`src/rtl/intr_pkg.sv`:
```
// Shared types and sizing helpers for the interrupt controller.
package intr_pkg;

  localparam int N_SRC_DEFAULT = 4;

  typedef enum logic [1:0] {
    ST_IDLE    = 2'd0,
    ST_REQ     = 2'd1,
    ST_SERVICE = 2'd2
  } state_t;

  // Width of a source index; never narrower than one bit.
  function automatic int id_width(input int n);
    return (n > 1) ? $clog2(n) : 1;
  endfunction

endpackage

```
`src/rtl/intr_prio_enc.sv`:
```
// Fixed-priority encoder: the lowest-index set bit wins.
module intr_prio_enc
  import intr_pkg::*;
#(
  parameter int N    = N_SRC_DEFAULT,
  parameter int ID_W = id_width(N)
) (
  input  logic [N-1:0]    eligible,
  output logic            valid,
  output logic [ID_W-1:0] idx
);

  // Scan upward and keep the first hit only.
  always_comb begin
    valid = 1'b0;
    idx   = '0;
    for (int unsigned i = 0; i < N; i++) begin
      if (eligible[i] && !valid) begin
        valid = 1'b1;
        idx   = ID_W'(i);
      end
    end
  end

endmodule

```
`src/rtl/intr_ctrl.sv`:
```
// Edge-triggered, maskable, fixed-priority interrupt controller with an
// ack/eoi handshake and a request timeout that re-arbitrates.
module intr_ctrl
  import intr_pkg::*;
#(
  parameter  int N_SRC   = N_SRC_DEFAULT,
  parameter  int TIMEOUT = 16,
  localparam int ID_W    = id_width(N_SRC)
) (
  input  logic             clk,
  input  logic             rst_n,
  input  logic [N_SRC-1:0] src,
  input  logic             mask_we,
  input  logic [N_SRC-1:0] mask_din,
  input  logic             ack,
  input  logic             eoi,
  output logic             intr,
  output logic [ID_W-1:0]  id,
  output logic [N_SRC-1:0] pending
);

  localparam int CNT_W = $clog2(TIMEOUT + 1);
  localparam logic [CNT_W-1:0] CNT_MAX  = CNT_W'(TIMEOUT);
  localparam logic [CNT_W-1:0] CNT_LAST = CNT_W'(TIMEOUT - 1);

  state_t             state;
  state_t             state_nxt;
  logic [N_SRC-1:0]   prev_src;
  logic [N_SRC-1:0]   mask;
  logic [N_SRC-1:0]   rise;
  logic [N_SRC-1:0]   eligible;
  logic [N_SRC-1:0]   clr_vec;
  logic [CNT_W-1:0]   cnt;
  logic               win_valid;
  logic [ID_W-1:0]    win_idx;
  logic               timeout_hit;
  logic               latch_id;
  logic               ack_take;
  logic               cnt_clr;

  assign rise        = src & ~prev_src;
  assign eligible    = pending & mask;
  assign timeout_hit = (cnt >= CNT_LAST);

  intr_prio_enc #(
    .N    (N_SRC),
    .ID_W (ID_W)
  ) u_prio (
    .eligible (eligible),
    .valid    (win_valid),
    .idx      (win_idx)
  );

  // State register plus the registered outputs that follow it.
  always_ff @(posedge clk) begin
    if (!rst_n) begin
      state <= ST_IDLE;
      intr  <= 1'b0;
      id    <= '0;
      cnt   <= '0;
    end else begin
      state <= state_nxt;
      intr  <= (state_nxt == ST_REQ);
      if (latch_id) begin
        id <= win_idx;
      end
      if (cnt_clr) begin
        cnt <= '0;
      end else if (state == ST_REQ && cnt != CNT_MAX) begin
        cnt <= cnt + 1'b1;
      end
    end
  end

  // Next-state decision; ack outranks a simultaneous timeout.
  always_comb begin
    state_nxt = state;
    unique case (state)
      ST_IDLE: begin
        if (win_valid) state_nxt = ST_REQ;
      end
      ST_REQ: begin
        if (ack)              state_nxt = ST_SERVICE;
        else if (timeout_hit) state_nxt = ST_IDLE;
      end
      ST_SERVICE: begin
        if (eoi) state_nxt = ST_IDLE;
      end
      default: state_nxt = ST_IDLE;
    endcase
  end

  // Control strobes derived from the current state and its inputs.
  always_comb begin
    latch_id = (state == ST_IDLE) && win_valid;
    ack_take = (state == ST_REQ) && ack;
    cnt_clr  = (state != ST_REQ) && (state_nxt == ST_REQ);
    clr_vec  = '0;
    for (int unsigned i = 0; i < N_SRC; i++) begin
      clr_vec[i] = ack_take && (id == ID_W'(i));
    end
  end

  // Edge capture, pending flags and mask; a fresh edge beats an ack clear.
  always_ff @(posedge clk) begin
    if (!rst_n) begin
      prev_src <= src;
      pending  <= '0;
      mask     <= '1;
    end else begin
      prev_src <= src;
      pending  <= (pending & ~clr_vec) | rise;
      if (mask_we) begin
        mask <= mask_din;
      end
    end
  end

endmodule
```
`config.mk`:
```
export PLATFORM = sky130hd
export DESIGN_NAME = intr_ctrl
export DESIGN_NICKNAME = d
export VERILOG_FILES = /design/src/rtl/intr_pkg.sv /design/src/rtl/intr_prio_enc.sv /design/src/rtl/intr_ctrl.sv
export SDC_FILE = /design/constraint.sdc
export NUM_CORES = 1
export LEC_CHECK = 0
export ABC_AREA = 1
export CELL_PAD_IN_SITES_DETAIL_PLACEMENT = 0
export CELL_PAD_IN_SITES_GLOBAL_PLACEMENT = 1
export CORE_MARGIN = 2
export CORE_UTILIZATION = 37
export CTS_BUF_LIST = sky130_fd_sc_hd__clkbuf_8
export DETAILED_ROUTE_END_ITERATION = 10
export PLACE_DENSITY = 0.81
export SYNTH_ARGS = -nofsm -noshare
export SYNTH_HDL_FRONTEND = slang
export SYNTH_SLANG_ARGS = --single-unit
```
`constraint.sdc`:
```
create_clock -name clk -period 1.5 [get_ports clk]
set_input_delay 0.15 -clock clk [delete_from_list [all_inputs] [get_ports clk]]
set_output_delay 0.15 -clock clk [all_outputs]
set_load 0.01 [all_outputs]
```
**Word-level counts from Yosys, hierarchy flattened**

Cells that the tools add are included.

- Bits in registers: 22
- Memory bits (read-only): 0
- Input port bits: 13
- Output and inout port bits: 7
- Bits in writable memories: 0
- Bits in latches: 0
- Logic and storage cells: 53
- Memories kept: 0

- Divide/modulo/power cells: 0
- Bitwise operators: 7
- Mux-type cells: 12
- Add/sub/neg operators: 1
- Reduce and logical (&&, ||, !) cells: 17
- $mul: 0
- Shifts and indexed selects: 0
- $lt $le $gt $ge: 1
- Equality and inequality tests: 8

Operator list:

| kind | number |
|---|---|
| 4-bit AND | 3 |
| 2-bit 2-to-1 mux | 6 |
| 1-bit logical AND | 11 |
| 4-bit NOT | 2 |
| 2-bit by 1-bit == test with 1-bit output (second input constant) | 3 |
| 2-bit == test (second input constant) | 3 |
| 2-bit one-hot mux with 3 select lines | 1 |
| 5-bit by 1-bit adder with 5-bit output (second input constant) | 1 |
| 5-bit by 4-bit greater-or-equal comparator with 1-bit output (second input constant) | 1 |
| 1-bit 2-to-1 mux | 5 |
| 5-bit != test (second input constant) | 1 |
| 2-bit zero test | 2 |
| 4-bit bitwise OR | 1 |
| 1-bit zero test | 3 |
| 2-bit by 1-bit != test with 1-bit output (second input constant) | 1 |
| 2-bit OR reduction | 1 |
| 1-bit NOT | 1 |

**Longest topological paths before layout**

- Depth in word-level cells: 16
- Depth in mapped cells: 8
- Depth with buffers taken out: 8

**Modules after synthesis**

Synthesis repeated with hierarchy kept, for this count alone.

- Cell total of the unflattened synthesis: 131
- Area, all modules: 954.7 sq um

Modules (own cells, without submodules):

| module | seq. area each (sq um) | times used | cells an instance | area an instance (sq um) |
|---|---|---|---|---|
| intr_ctrl | 440.4 | 1 | 123 | 918.4 |
| intr_prio_enc | 0.0 | 1 | 8 | 36.3 |

**Worst setup path before layout**

No wires, ideal clock.

- Kind: reg2reg
- From: register cnt[0]
- To: register cnt[4]
- Cell stages (with the launch flop): 7
- Slack: 0.231 ns
- Setup time: 0.070 ns
- Path buffers: 0
- Clock period less this slack: 1.269 ns
- Data arrival time: 1.199 ns
- Required time: 1.430 ns
- Cell sequence: dfxtp_1 ha_1 inv_1 nor3_1 ha_1 nand3b_1 a21oi_1

- Cells in the longest elaborated chain, start to end: 7
- Elaborated cells between the ends (all ways): 10
- Those cells by class: add/sub (1); order compare (1); eq/ne (2); mux (3); reduce/logical (3)

Ends and longest elaborated chain:

| item | line | source |
|---|---|---|
| start, declared | intr_ctrl.sv:33 | `logic [CNT_W-1:0] cnt;` |
| start signal, assigned | intr_ctrl.sv:70 | `cnt <= cnt + 1'b1;` |
| 5-bit by 4-bit greater-or-equal comparator with 1-bit output | intr_ctrl.sv:43 | `assign timeout_hit = (cnt >= CNT_LAST);` |
| 2-bit 2-to-1 mux | intr_ctrl.sv:84 | `else if (timeout_hit) state_nxt = ST_IDLE;` |
| 2-bit 2-to-1 mux | intr_ctrl.sv:83 | `if (ack) state_nxt = ST_SERVICE;` |
| 2-bit one-hot mux with 3 select lines | intr_ctrl.sv:78 | `unique case (state)` |
| 2-bit by 1-bit == test with 1-bit output | intr_ctrl.sv:97 | `cnt_clr = (state != ST_REQ) && (state_nxt == ST_REQ);` |
| 1-bit logical AND | intr_ctrl.sv:97 |  |
| 2-bit OR reduction (no line) | n/a |  |

Parallel ways exist; a longest one is shown, timed or not.
A chain may end at the register's enable or synchronous reset.

**Worst setup path in the final report**

- From: register id[1]
- To: output port id[1]

RTL lines:

| item | line | source |
|---|---|---|
| start, declared | intr_ctrl.sv:18 | `output logic [ID_W-1:0] id,` |
| start signal, assigned | intr_ctrl.sv:65 | `id <= win_idx;` |

No word-level cell between the ends.

==> metrics.md <==
| Metric | Value |
|---|---|
| FILL cells | `244` |
| Root Driver | `clkbuf_8` |
| Row cnt | `18` |
| Share of cells above drive strength 1 | `5.769%` |
| Die area | `2992 µm²` |
| Setup crit start kind | `flip-flop` |
| Area delta synth->final | `30.66%` |
| Run status | `completed` |
| Initial antenna violation count | `0` |
| Final Setup Violations | `0` |
| Maximum VDD drop | `0.0007241 V` |
| CP Buf/Inv Count | `1` |
| Worst endpoint data arrival time | `1240 ps` |
| Post-placement cell count | `182` |
| Post-DP HPWL | `1503 µm` |
| Post-Syn Area per Cell | `7.204 µm²` |
| GRT Resource Usage Total | `15.13%` |
| Maximum number of pins on one net before global-route repair | `13` |
| Register bit total from synthesis | `22` |
| Wire per inst | `10.59 µm` |
| Yosys warns | `0` |
| Clk pwr share | `32.0%` |
| Netlist cell types | `13` |
| Slowest-stage cell, CP | `clkdlybuf4s50_1` |
| Reg power frac | `50.3%` |
| Comb power frac | `17.7%` |
| Unrepaired setup endpoints after global routing | `no` |
| CP peak stage delay | `570 ps` |
| Syn Nets | `148` |
| Worst slew pin tran | `281.3 ps` |
| Final net count | `173` |
| Final hold violations | `0` |
| Sequential Area | `441.7 µm²` |
| Final Cell Area | `1242 µm²` |
| Chip Width | `54.70 µm` |
| Clock Pin Slew Worst Setup and Hold Paths | `80 ps` |
| Routed vias/inst | `4.763` |
| CP Launch Point | `id[1]` |
| Area after DPL | `1186 µm²` |
| Total grt overflow | `0` |
| CTS H-tree depth | `1` |
| Static Leakage | `0.5331 nW` |
| Post-layout util | `50.61%` |
| Hold Crit Class | `input port to flip-flop` |
| Commonest cells after routing, fill and taps aside | `nand2_1 (43), dfxtp_1 (21), clkdlybuf4s50_1 (19)` |
| Critical path depth | `1` |
| Critical R2R Launch | `cnt[0]` |
| CP Cell Sequence | `clkdlybuf4s50_1` |
| Clock Tree Buf Depth | `2` |
| Crit path to | `id[1]` |
| Ant diodes | `0` |
| CP Max Fanout | `5` |
| Final antenna-violating net count | `0` |
| Rel. slew slack | `81.19%` |
| CP Capture Type | `output port` |
| Core area | `2455 µm²` |
| TritonCTS buffer count | `3` |
| Initial DRC count | `8` |
| Cells after Synth | `132` |
| I/O Buffers | `19` |
| Sw power | `0.0003349 W` |
| Worst path required time | `1350 ps` |
| Die H | `54.70 µm` |
| Pre-CTS setup slack | `110.8 ps` |
| Sw Ratio | `25.70%` |
| GPL Wtd Cong | `0.7352` |
| First-pass GRT wire length | `3201 µm` |
| Multi-input logic area | `446.7 µm²` |
| Max Cap Viol | `0` |
| Reg2reg end | `cnt[4]` |
| Clock sinks | `22` |
| Pwr dens | `1049 nW/µm²` |
| Vias in the first global route | `818` |
| R2r setup slk | `160 ps` |
| Final max-slew violation count | `0` |
| Mapped cell area | `950.9 µm²` |
| WS Path Type | `flip-flop to output port` |
| Internal power | `0.0009680 W` |
| Fin crit period | `1386 ps` |
| Initial core utilization | `38.74%` |
| Residual DRC count | `0` |
| Worst R2R Path Depth | `6` |
| Final Skew | `3.641 ps` |
| CTS tree | `built` |
| Io pins | `20` |
| Post-Layout Cell Count | `186` |
| Setup ws final | `113.8 ps` |
| DRT Pass-1 Iters | `4` |
| Critical path's top delay family | `buffers and inverters` |
| Vias | `886` |
| Seq/Total Area, Yosys | `46.32%` |
| Clock latency on the worst-skew pair | `260 ps` |
| Setup tns final | `0 ps` |
| Fin crit share | `92.42%` |
| Commonest non-fill, non-tap cell in the layout | `nand2_1` |
| Post-CTS setup buffer count | `0` |
| Final WL | `1970 µm` |
| Peak Freq | `721.4 MHz` |
-- cells by family after synthesis --
group	synth area share [%]
buffers and inverters	6.710
flip-flops	46.32
AO/OA/AOI/OAI	8.420
adder cells (fa/ha/maj)	3.948
AND/OR/NAND/NOR	34.60
-- power by group through the flow --
stage	Sequential, W	Combinational, W	Clock [W]
finish	0.000655	0.000231	0.000417
global route	0.000661	0.000262	0.000453
CTS	0.000656	0.000234	0.000441
detailed placement	0.000668	0.000232	0
global placement	0.000668	0.000229	0
floorplan	0.000671	0.000122	0
-- layer usage --
metal	track usage (%)	wire length, µm
met5	0	0
met4	7.500	13
met3	3.005	78
met2	26.98	1015
met1	16.83	863
-- Yosys cell counts, drive strengths merged --
| master | n | area (µm²) |
|---|---|---|
| ha | 3 | 37.54 |
| nor3 | 1 | 5.000 |
| nand4 | 2 | 12.51 |
| nand3 | 13 | 75.07 |
| inv | 17 | 63.81 |
| nand2 | 43 | 161.4 |
| a21oi | 11 | 55.05 |
| dfxtp | 22 | 440.4 |
| o21ai | 5 | 25.02 |
| nand3b | 3 | 22.52 |
| nor2 | 12 | 52.55 |
-- worst min path at each step --
stage / from / endpoint / slack (ps) / cells past startpoint
global placement: mask[2] / mask[2] / 450 / 2
floorplan: src[0] / prev_src[0] / 180 / 0
CTS: src[1] / prev_src[1] / 350 / 1
detailed placement: mask[1] / mask[1] / 460 / 2
finish: src[1] / prev_src[1] / 350 / 1
global route: src[0] / prev_src[0] / 360 / 1
-- through the flow --
step / power, W / hold WS [ps]
after detailed placement: 0.0009006 / 461.1
after floorplan: 0.0007932 / 177.7
after CTS: 0.001331 / 347.3
final: 0.001303 / 353.9
after global placement: 0.0008967 / 453.1
after global routing: 0.001376 / 356.5
-- cell type report --
cell class,instances,share of cell area (%)
timing repair buffer,20,15.91
multi-input combinational,93,35.95
inverter,17,5.136
tap,30,3.021
clock buffer,4,4.431
sequential,22,35.55
-- state kept, by name, indices dropped and copies added, names as in the netlist --
register	cells
pending	4
prev_src	4
id	2
intr	1
state	2
mask	4
cnt	5
-- repair_timing --
item                                    4_1_cts  5_1_grt
gates resized for setup                       0        1
hold buffers                                  0        0
endpoints found under the setup margin        0        1
Note: power is estimated with default switching activity, not from simulation.
